## config.mk

```make
export PLATFORM = sky130hd
export DESIGN_NAME = cvxif_vec_issue_seq
export DESIGN_NICKNAME = d
export VERILOG_FILES = /design/src/rtl/cvxif_vec_issue_seq.sv
export SDC_FILE = /design/constraint.sdc
export NUM_CORES = 1
export LEC_CHECK = 0
export BUFFER_PORTS_ARGS = -buffer_cell sky130_fd_sc_hd__buf_2
export CAP_MARGIN = 20
export CORE_UTILIZATION = 30
export DETAILED_ROUTE_END_ITERATION = 8
export PLACE_DENSITY = 0.47
export SKIP_LAST_GASP = 1
export SYNTH_ARGS = -nofsm -noshare
export SYNTH_HDL_FRONTEND = slang
export SYNTH_SLANG_ARGS = --single-unit
export TNS_END_PERCENT = 20
```

## constraint.sdc

```tcl
create_clock -name clk_i -period 1.8 [get_ports clk_i]
set_input_delay 0.36 -clock clk_i [delete_from_list [all_inputs] [get_ports clk_i]]
set_output_delay 0.36 -clock clk_i [all_outputs]
set_load 0.05 [all_outputs]
```

## src/rtl/cvxif_vec_issue_seq.sv

```systemverilog
// cvxif_vec_issue_seq: decodes custom vector instructions against a parameter
// table, queues accepted ops in a small FIFO, runs them one at a time for a
// per-op cycle count and returns in-order results on a valid/ready channel.
// A busy bit per vector register blocks issue of ops that touch a destination
// still owned by an earlier op.
module cvxif_vec_issue_seq #(
  parameter int                        NB_INSTR  = 4,
  parameter int                        VLEN_W    = 10,
  parameter int                        NUM_VREG  = 8,
  parameter int                        DEPTH     = 4,
  parameter int                        ID_W      = 3,
  parameter logic [NB_INSTR*32-1:0]     TBL_INSTR = '0,
  parameter logic [NB_INSTR*32-1:0]     TBL_MASK  = '0,
  parameter logic [NB_INSTR*VLEN_W-1:0] TBL_LEN   = '0,
  parameter logic [NB_INSTR-1:0]        TBL_WB    = '0
) (
  input  logic                        clk_i,
  input  logic                        rst_i,
  input  logic                        issue_valid_i,
  output logic                        issue_ready_o,
  input  logic [31:0]                 issue_instr_i,
  input  logic [ID_W-1:0]             issue_id_i,
  output logic                        issue_accept_o,
  output logic                        issue_writeback_o,
  output logic                        result_valid_o,
  input  logic                        result_ready_i,
  output logic [ID_W-1:0]             result_id_o,
  output logic                        result_we_o,
  output logic [$clog2(NB_INSTR)-1:0] result_op_o,
  output logic                        busy_o
);

  localparam int OP_W = $clog2(NB_INSTR);
  localparam int RW   = $clog2(NUM_VREG);
  localparam int AW   = $clog2(DEPTH);

  typedef enum logic [1:0] {
    IDLE   = 2'd0,
    EXEC   = 2'd1,
    RESULT = 2'd2
  } state_t;

  typedef struct packed {
    logic [ID_W-1:0]   id;
    logic [OP_W-1:0]   op;
    logic [VLEN_W-1:0] len;
    logic              wb;
    logic [RW-1:0]     vd;
  } entry_t;

  // Lowest-index set bit of the hit vector; lower table entries take priority.
  function automatic logic [OP_W-1:0] first_hit(input logic [NB_INSTR-1:0] v);
    logic [OP_W-1:0] idx;
    idx = '0;
    for (int k = NB_INSTR - 1; k >= 0; k--) begin
      if (v[k]) begin
        idx = OP_W'(k);
      end
    end
    return idx;
  endfunction

  // One-hot mask for a vector register number.
  function automatic logic [NUM_VREG-1:0] vreg_bit(input logic [RW-1:0] r);
    logic [NUM_VREG-1:0] m;
    m    = '0;
    m[r] = 1'b1;
    return m;
  endfunction

  logic [NB_INSTR-1:0] hit_s;
  logic                match_s;
  logic [OP_W-1:0]     match_idx_s;
  logic [RW-1:0]       vd_s;
  logic [RW-1:0]       vs1_s;
  logic                hazard_s;
  logic                ready_s;
  logic                enq_s;
  entry_t              new_entry_s;
  entry_t              head_s;

  entry_t              mem_r [DEPTH];
  logic [AW:0]         wptr_r;
  logic [AW:0]         rptr_r;
  logic                empty_s;
  logic                full_s;

  logic [NUM_VREG-1:0] busy_r;
  logic [NUM_VREG-1:0] set_mask_s;
  logic [NUM_VREG-1:0] clr_mask_s;
  logic                res_hs_s;

  state_t              state_r;
  logic [VLEN_W-1:0]   cnt_r;
  logic [ID_W-1:0]     cur_id_r;
  logic [OP_W-1:0]     cur_op_r;
  logic                cur_wb_r;
  logic [RW-1:0]       cur_vd_r;

  logic                result_valid_r;
  logic [ID_W-1:0]     result_id_r;
  logic                result_we_r;
  logic [OP_W-1:0]     result_op_r;

  // Masked compare of the incoming word against every table entry.
  for (genvar k = 0; k < NB_INSTR; k++) begin : g_hit
    assign hit_s[k] = ((issue_instr_i ^ TBL_INSTR[32*k +: 32]) & TBL_MASK[32*k +: 32]) == 32'h0000_0000;
  end

  // Extra pointer bit distinguishes full from empty when the indices are equal.
  assign empty_s = (wptr_r == rptr_r);
  assign full_s  = (wptr_r[AW] != rptr_r[AW]) && (wptr_r[AW-1:0] == rptr_r[AW-1:0]);
  assign head_s  = mem_r[rptr_r[AW-1:0]];

  // Decode the current request: winning entry, register fields, hazard, ready.
  always_comb begin
    match_s     = |hit_s;
    match_idx_s = first_hit(hit_s);
    vd_s        = issue_instr_i[7 +: RW];
    vs1_s       = issue_instr_i[15 +: RW];
    hazard_s    = busy_r[vd_s] | busy_r[vs1_s];
    if (match_s) begin
      ready_s = !full_s && !hazard_s;
    end else begin
      ready_s = 1'b1;
    end
    enq_s           = issue_valid_i && match_s && ready_s;
    new_entry_s.id  = issue_id_i;
    new_entry_s.op  = match_idx_s;
    new_entry_s.len = TBL_LEN[int'(match_idx_s)*VLEN_W +: VLEN_W];
    new_entry_s.wb  = TBL_WB[match_idx_s];
    new_entry_s.vd  = vd_s;
  end

  assign issue_ready_o     = ready_s;
  assign issue_accept_o    = match_s;
  assign issue_writeback_o = match_s & new_entry_s.wb;

  // Store accepted ops; storage needs no reset because the pointers gate reads.
  always_ff @(posedge clk_i) begin
    if (enq_s) begin
      mem_r[wptr_r[AW-1:0]] <= new_entry_s;
    end
  end

  // Advance the write pointer on every accepted op.
  always_ff @(posedge clk_i or posedge rst_i) begin
    if (rst_i) begin
      wptr_r <= '0;
    end else if (enq_s) begin
      wptr_r <= wptr_r + (AW+1)'(1);
    end else begin
      wptr_r <= wptr_r;
    end
  end

  // Scoreboard set/clear masks for this cycle.
  always_comb begin
    res_hs_s = result_valid_r & result_ready_i;
    if (enq_s) begin
      set_mask_s = vreg_bit(vd_s);
    end else begin
      set_mask_s = '0;
    end
    if (res_hs_s) begin
      clr_mask_s = vreg_bit(cur_vd_r);
    end else begin
      clr_mask_s = '0;
    end
  end

  // Busy scoreboard update; a set on the same register overrides a clear.
  always_ff @(posedge clk_i or posedge rst_i) begin
    if (rst_i) begin
      busy_r <= '0;
    end else begin
      busy_r <= (busy_r & ~clr_mask_s) | set_mask_s;
    end
  end

  // Sequencer: pop, count down the execution length, then hold the result.
  always_ff @(posedge clk_i or posedge rst_i) begin
    if (rst_i) begin
      state_r        <= IDLE;
      rptr_r         <= '0;
      cnt_r          <= '0;
      cur_id_r       <= '0;
      cur_op_r       <= '0;
      cur_wb_r       <= 1'b0;
      cur_vd_r       <= '0;
      result_valid_r <= 1'b0;
      result_id_r    <= '0;
      result_we_r    <= 1'b0;
      result_op_r    <= '0;
    end else begin
      case (state_r)
        IDLE: begin
          if (!empty_s) begin
            cnt_r    <= head_s.len;
            cur_id_r <= head_s.id;
            cur_op_r <= head_s.op;
            cur_wb_r <= head_s.wb;
            cur_vd_r <= head_s.vd;
            rptr_r   <= rptr_r + (AW+1)'(1);
            state_r  <= EXEC;
          end else begin
            state_r  <= IDLE;
          end
        end
        EXEC: begin
          if (cnt_r == '0) begin
            state_r        <= RESULT;
            result_valid_r <= 1'b1;
            result_id_r    <= cur_id_r;
            result_we_r    <= cur_wb_r;
            result_op_r    <= cur_op_r;
          end else begin
            cnt_r <= cnt_r - VLEN_W'(1);
          end
        end
        RESULT: begin
          if (result_ready_i) begin
            result_valid_r <= 1'b0;
            state_r        <= IDLE;
          end else begin
            result_valid_r <= 1'b1;
          end
        end
        default: begin
          state_r        <= IDLE;
          result_valid_r <= 1'b0;
        end
      endcase
    end
  end

  assign result_valid_o = result_valid_r;
  assign result_id_o    = result_id_r;
  assign result_we_o    = result_we_r;
  assign result_op_o    = result_op_r;
  assign busy_o         = !empty_s || (state_r != IDLE);

endmodule
```

==> results_dict.tcl, run 1 <==
set metrics [dict create \
    status "complete, but fails checks" \
    violations "negative setup slack" \
    rsz0062_at_grt "true" \
    synthArstFlopShare_pct 60.0 \
    insertion_delay_ns 0.35 \
    drv_slew 0 \
    setup_viol 27 \
    crit_slowest_cell "mux4_2" \
    synth_xor_area_share_pct 4.48 \
    ys_ff_latch 60 \
    max_cap_viol_count 0 \
    endpoint_kind "output pin" \
    final_area_um2 3680 \
    yosysTopAreaCellShare_pct 30.7 \
    hold_violations 0 \
    post-route-drc-count 0 \
    grt_pass1_vias 1978 \
    avgRoutedWirePerCell_um 13.8 \
    internal-power_uw 4350 \
    reg2reg_setup_slack_ns -0.18 \
    power_density_nw_per_um2 1900 \
    ff2ff_path_depth 8 \
    dpl_cell_area_um2 3430 \
    finalCritPeriodShare_pct 120 \
    viasPerCell 4.51 \
    ys.flop_type "dfrtp_1" \
    use_met1_pct 17.0 \
    skew_ns 0.0125 \
    grt_remaining_overflow 0 \
    grt_use_met2_pct 19.8 \
    synth_common_cells "36 x dfrtp_1, 24 x edfxtp_1, 14 x nor2_1" \
    yosysUniqueCellTypes 45 \
    htreeDepth 3 \
    hold_class "input pin to async pin" \
    netSwitchingPower_uw 2640 \
    cp.arrival_ns 1.80 \
    max_stage_delay_ns 0.52 \
    gp_congestion 0.747 \
    synthAdderAreaFrac_pct 3.84 \
    ir_worst_vdd_uv 550 \
    start_util_pct 31.3 \
    timing.final.ws_setup_ns -0.358 \
    die_height_um 101 \
    regToRegStartpoint "busy_r[6]" \
    grt_use_met3_pct 2.91 \
    avgSynthCellArea_um2 12.9 \
    ios 50 \
    drt_iter0_markers 91 \
    cts_sinks 60 \
    crit_buf_inv 2 \
    crit_path_start "busy_r[6]" \
    clock_path_buffers 2 \
    slew_headroom_pct 65.5 \
    synth-compound-area-share_pct 7.68 \
    grt_max_degree 37 \
    die_w_um 101 \
    dr.pass1.iters 4 \
    synthToLayoutAreaGrowth_pct 25.6 \
    ant_nets 0 \
    crit_required_ns 1.44 \
    synth_area_leaders "dfrtp_1 31%, edfxtp_1 25%, mux4_2 5.4%" \
    leakage_uw 0.00154 \
    coreArea_um2 9370 \
    layout_min_cycle_time_ns 2.16 \
    swShare_pct 37.7 \
    yosysSeqAreaShare_pct 55.3 \
    cts_buffers 9 \
    dr_total_vias 1896 \
    synth_top_family_by_area "multiplexers" \
    cp-start-kind "flip-flop" \
    syn_area_um2 2930 \
    fin_util_pct 39.3 \
    fmax_mhz 463 \
    path_delay_family "multiplexers" \
    nets 334 \
    p_seq_share_pct 31.4 \
    postRouteWirelength_um 5780 \
    grt_pass1_wl_um 9680 \
    rows 35 \
    fp.dieArea_um2 10200 \
    path_cells "mux2i_1, mux4_2, o221ai_4, or2_4, clkinvlp_4, buf_8" \
    netlist_instances 228 \
    cts_tree "built" \
    ys_warn_count 0 \
    r2r_end "wptr_r[1]" \
    total_power_uw 6990 \
    drive_gt1_share_pct 35.4 \
    synth_most_common_cell "dfrtp_1" \
    synth-simple-area-share_pct 11.4 \
    p_clk_share_pct 19.6 \
    clock-root-buffer "clkbuf_8" \
    top_usage_layer "met2" \
    muxShareOfSynthArea_pct 12.0 \
    grt_antenna_before_repair 0 \
    path_clk_slew_ns 0.08 \
    crit_type "flip-flop to output pin" \
    synth_enable_flop_cells 24 \
    yosys.area.top_type "dfrtp_1" \
    postCtsHoldBufs 0 \
    dpl.hpwl_um 4080 \
    diodes 0 \
    port_buffers 18 \
    grt_util_all_layers_pct 13.0 \
    path_max_fanout 3 \
    comb_power_share_pct 48.9 \
    setup_tns_ns -3.52 \
    tightestPinTransition_ns 0.516 \
]
[what timing repair did]
action,CTS,global route
resized for setup,6,3
setup endpoints to repair,21,49
setup buffers,2,0
pin swaps,4,2
[how the worst max path moves through the flow]
| stage | depth (start not counted) | endpoint |
|---|---|---|
| after global placement | 7 | issue_ready_o |
| after global routing | 6 | issue_ready_o |
| after CTS | 6 | issue_ready_o |
| final | 6 | issue_ready_o |
| after floorplan | 7 | issue_ready_o |
| after detailed placement | 8 | mem_r[0][5] |
[worst reg2reg max path: stages, from the launching register on]
cell and delay, ns:
dfrtp_1 0.40, mux2_1 0.30, nand3b_1 0.10, o211ai_2 0.10, buf_4 0.15, buf_4 0.13, nor3_4 0.19, buf_4 0.17
mux2_2 0.33
[power by group through the flow]
stage / registers [uW] / logic, uW / clock network, uW
3_3_place_gp: 2220 / 3280 / 0
4_1_cts: 2200 / 3440 / 1410
5_1_grt: 2250 / 3790 / 1470
3_5_place_dp: 2230 / 3310 / 0
2_1_floorplan: 2310 / 2080 / 0
6_report: 2190 / 3420 / 1370
[registers in the layout, indices dropped and copies added (netlist names)]
register / count
busy_r: 8
cnt_r: 10
cur_id_r: 3
cur_vd_r: 3
mem_r: 24
result_id_o: 3
result_valid_o: 1
rptr_r: 3
state_r: 2
wptr_r: 3
[placed cells by master (no fill, tap or decap), types with 2 or more instances in the layout]
cell type	synthesis	layout
buf_4	6	38
dfrtp_1	36	36
edfxtp_1	24	24
buf_2	2	17
nor2_1	14	14
nand2_1	11	11
inv_1	12	11
mux2_2	11	11
xor2_1	10	10
o21ai_0	9	9
ha_1	9	9
clkbuf_8	0	9
nand4_1	8	8
o31ai_1	8	8
mux4_2	7	7
mux2i_1	6	6
nand2b_1	6	6
xnor2_1	5	5
conb_1	2	5
nor3_1	4	4
nand3_1	4	4
and2_4	0	3
nand3b_1	2	2
nor2b_1	2	2
a21oi_1	2	2
clkinvlp_4	0	2
o41ai_2	2	2
inv_6	0	2
bufinv_16	0	2
buf_12	0	2
[metal layers]
layer	part of all wire [%]	wire length [um]
met5	0	0
met4	2.1	123
met3	3.7	212
met2	47	2720
met1	47	2720
[stage by stage]
stage                     cells  setup slack [ns]  hold WS (ns)
after floorplan             231            -0.192         0.456
after global routing        420            -0.452         0.148
after global placement      403            -0.294         0.476
after detailed placement    403            -0.305         0.488
final                       420            -0.358         0.103
after CTS                   420            -0.373         0.122
[cell type report]
cell class / count / area, um2
Clock buffer: 9 / 124
Multi-Input combinational cell: 145 / 1200
Sequential cell: 60 / 1620
Fill cell: 910 / 5690
Inverter: 12 / 48.8
Tap cell: 129 / 161
Clock inverter: 7 / 98.8
Timing Repair Buffer: 58 / 425
[kinds of logic (layout without fill, tap and decap cells)]
family	Yosys count	after routing
other	2	5
AOI/OAI and AO/OA	28	28
buffers and inverters	26	86
xor gates and xnor gates	15	15
muxes	25	25
adders and majority gates	9	9
DFF	60	60
and+or+nand+nor	63	63
No activity file was read; power rests on OpenSTA's default activity.
==> run 2: changes to the inputs <==
--- a/config.mk
+++ b/config.mk
@@ -5,11 +5,11 @@
 export SDC_FILE = /design/constraint.sdc
 export NUM_CORES = 1
 export LEC_CHECK = 0
-export BUFFER_PORTS_ARGS = -buffer_cell sky130_fd_sc_hd__buf_2
 export CAP_MARGIN = 20
 export CORE_UTILIZATION = 30
 export DETAILED_ROUTE_END_ITERATION = 8
-export PLACE_DENSITY = 0.47
+export DONT_BUFFER_PORTS = 1
+export PLACE_DENSITY = 0.42
 export SKIP_LAST_GASP = 1
 export SYNTH_ARGS = -nofsm -noshare
 export SYNTH_HDL_FRONTEND = slang
==> run 2 against run 1 <==
  * The flow still finishes with violations (negative setup slack)
  * Sequential share of layout area grew 1.4 points
  * Final area fell by 3.1%
  * Clock power about the same
  * Combinational power decreased by 6%
  * Non-clock buffer count fell by 22
  * Flip-flop and latch count unchanged
  * Total power fell by 0.64%
  * Sequential power rose by 6%
==> results_dict.tcl, run 2 (synthesis results as in run 1) <==
set metrics [dict create \
    leakage_uw 0.00145 \
    grt_pass1_wl_um 9580 \
    p_clk_share_pct 19.9 \
    synthToLayoutAreaGrowth_pct 21.7 \
    grt_use_met3_pct 5.62 \
    comb_power_share_pct 46.5 \
    swShare_pct 36.9 \
    layout_min_cycle_time_ns 2.14 \
    clock-root-buffer "clkbuf_8" \
    hold_class "input pin to async pin" \
    grt_max_degree 37 \
    clock_path_buffers 2 \
    rsz0062_at_grt "true" \
    top_usage_layer "met2" \
    cp.arrival_ns 1.78 \
    avgRoutedWirePerCell_um 14.6 \
    htreeDepth 3 \
    fp.dieArea_um2 10200 \
    final_cells 398 \
    status "complete, but fails checks" \
    nets 312 \
    grt_remaining_overflow 0 \
    ir_worst_vdd_uv 586 \
    skew_ns 0.00973 \
    grt_pass1_vias 1879 \
    p_seq_share_pct 33.6 \
    ant_nets 0 \
    setup_tns_ns -4.47 \
    dr.pass1.iters 4 \
    finalCritPeriodShare_pct 119 \
    place_inst 379 \
    grt_antenna_before_repair 0 \
    use_met1_pct 16.7 \
    viasPerCell 4.57 \
    dpl.hpwl_um 3970 \
    start_util_pct 31.3 \
    setup_viol 36 \
    rows 35 \
    fin_util_pct 38.1 \
    cts_buffers 9 \
    port_buffers 0 \
    total_power_uw 6940 \
    ios 50 \
    drive_gt1_share_pct 30.5 \
    cts_sinks 60 \
    tightestPinTransition_ns 0.567 \
    internal-power_uw 4380 \
    max_cap_viol_count 0 \
    coreArea_um2 9370 \
    post-route-drc-count 0 \
    fmax_mhz 467 \
    endpoint_kind "output pin" \
    diodes 0 \
    crit_required_ns 1.44 \
    timing.final.ws_setup_ns -0.339 \
    path_max_fanout 3 \
    dr_total_vias 1819 \
    die_height_um 101 \
    drv_slew 0 \
    hold_violations 0 \
    cts_tree "built" \
    insertion_delay_ns 0.34 \
    path_clk_slew_ns 0.07 \
    mostFrequentLayoutCells "36 x dfrtp_1, 32 x buf_4, 24 x edfxtp_1, 14 x nor2_1" \
    drt_iter0_markers 53 \
    gp_congestion 0.719 \
    die_w_um 101 \
    postRouteWirelength_um 5810 \
    power_density_nw_per_um2 1950 \
    grt_util_all_layers_pct 13.0 \
    cp-start-kind "flip-flop" \
    slew_headroom_pct 62.0 \
    final_common_cell "dfrtp_1" \
    crit_type "flip-flop to output pin" \
    largest_reg_flops 24 \
    netSwitchingPower_uw 2560 \
    hold-worst-slack_ns 0.0139 \
    violations "negative setup slack" \
    grt_use_met2_pct 19.4 \
]
run 2: cell types whose count changed in the layout (fill, tap and decap cells not counted), sizes merged:
cell	previous run	this run
buf	58	36
clkinv	2	1
clkbuf	9	12
inv	13	11
run 2: layer usage:
metal  part of all wire [%]  wire, um  vias to the layer above
met3                    5.7       332                        6
met4                    1.1        66                        0
met1                     47      2760                      876
li1                       -         -                      896
met2                     46      2650                       41
met5                      0         0                        -
run 2: worst max-delay path, stage by stage (launching register included):
cell and delay (ns):
dfrtp_1 0.38, mux2i_1 0.08, mux4_2 0.51, o221ai_4 0.09
or2_4 0.16, clkinvlp_4 0.07, buf_6 0.15
run 2: worst paths after layout:
path	start	endpoint	slack (ns)	cells after the start
max	busy_r[6]	issue_ready_o	-0.34	6
min	rst_i	result_id_o[2]	0.01	2
max reg2reg	busy_r[0]	mem_r[3][4]	-0.19	8
min reg2reg	rptr_r[2]	rptr_r[2]	0.49	1
max in group asynchronous	rst_i	rptr_r[2]	1.45	2
min in group clk_i	issue_instr_i[9]	mem_r[1][2]	0.11	0
run 2: power groups by stage:
stage                     clock network, uW  logic, uW  registers (uW)
final                                  1380       3230            2330
after global routing                   1490       3600            2390
after CTS                              1420       3220            2340
after detailed placement                  0       3090            2360
after global placement                    0       3090            2360
after floorplan                           0       2080            2310
run 2: area by class of cell:
class	count	area [um2]
clock buffers	12	155
clock inverters	4	72.6
fillers	936	5800
inverters	12	48.8
multi-input cells	145	1210
flip-flops and latches	60	1620
well taps	129	161
repair buffers	36	294
run 2: metrics by stage:
stage | worst slack, ns | area, um2
2_1_floorplan | -0.192 | 2950
3_3_place_gp | -0.116 | 3290
3_5_place_dp | -0.104 | 3290
4_1_cts | -0.385 | 3560
5_1_grt | -0.435 | 3570
6_report | -0.339 | 3570
run 2: timing repair:
action                                  in CTS  in global routing
setup buffers                                3                  2
endpoints found under the setup margin      21                 48
hold buffers                                 0                  0
resized for setup                            4                  7
pin swaps                                    1                  5
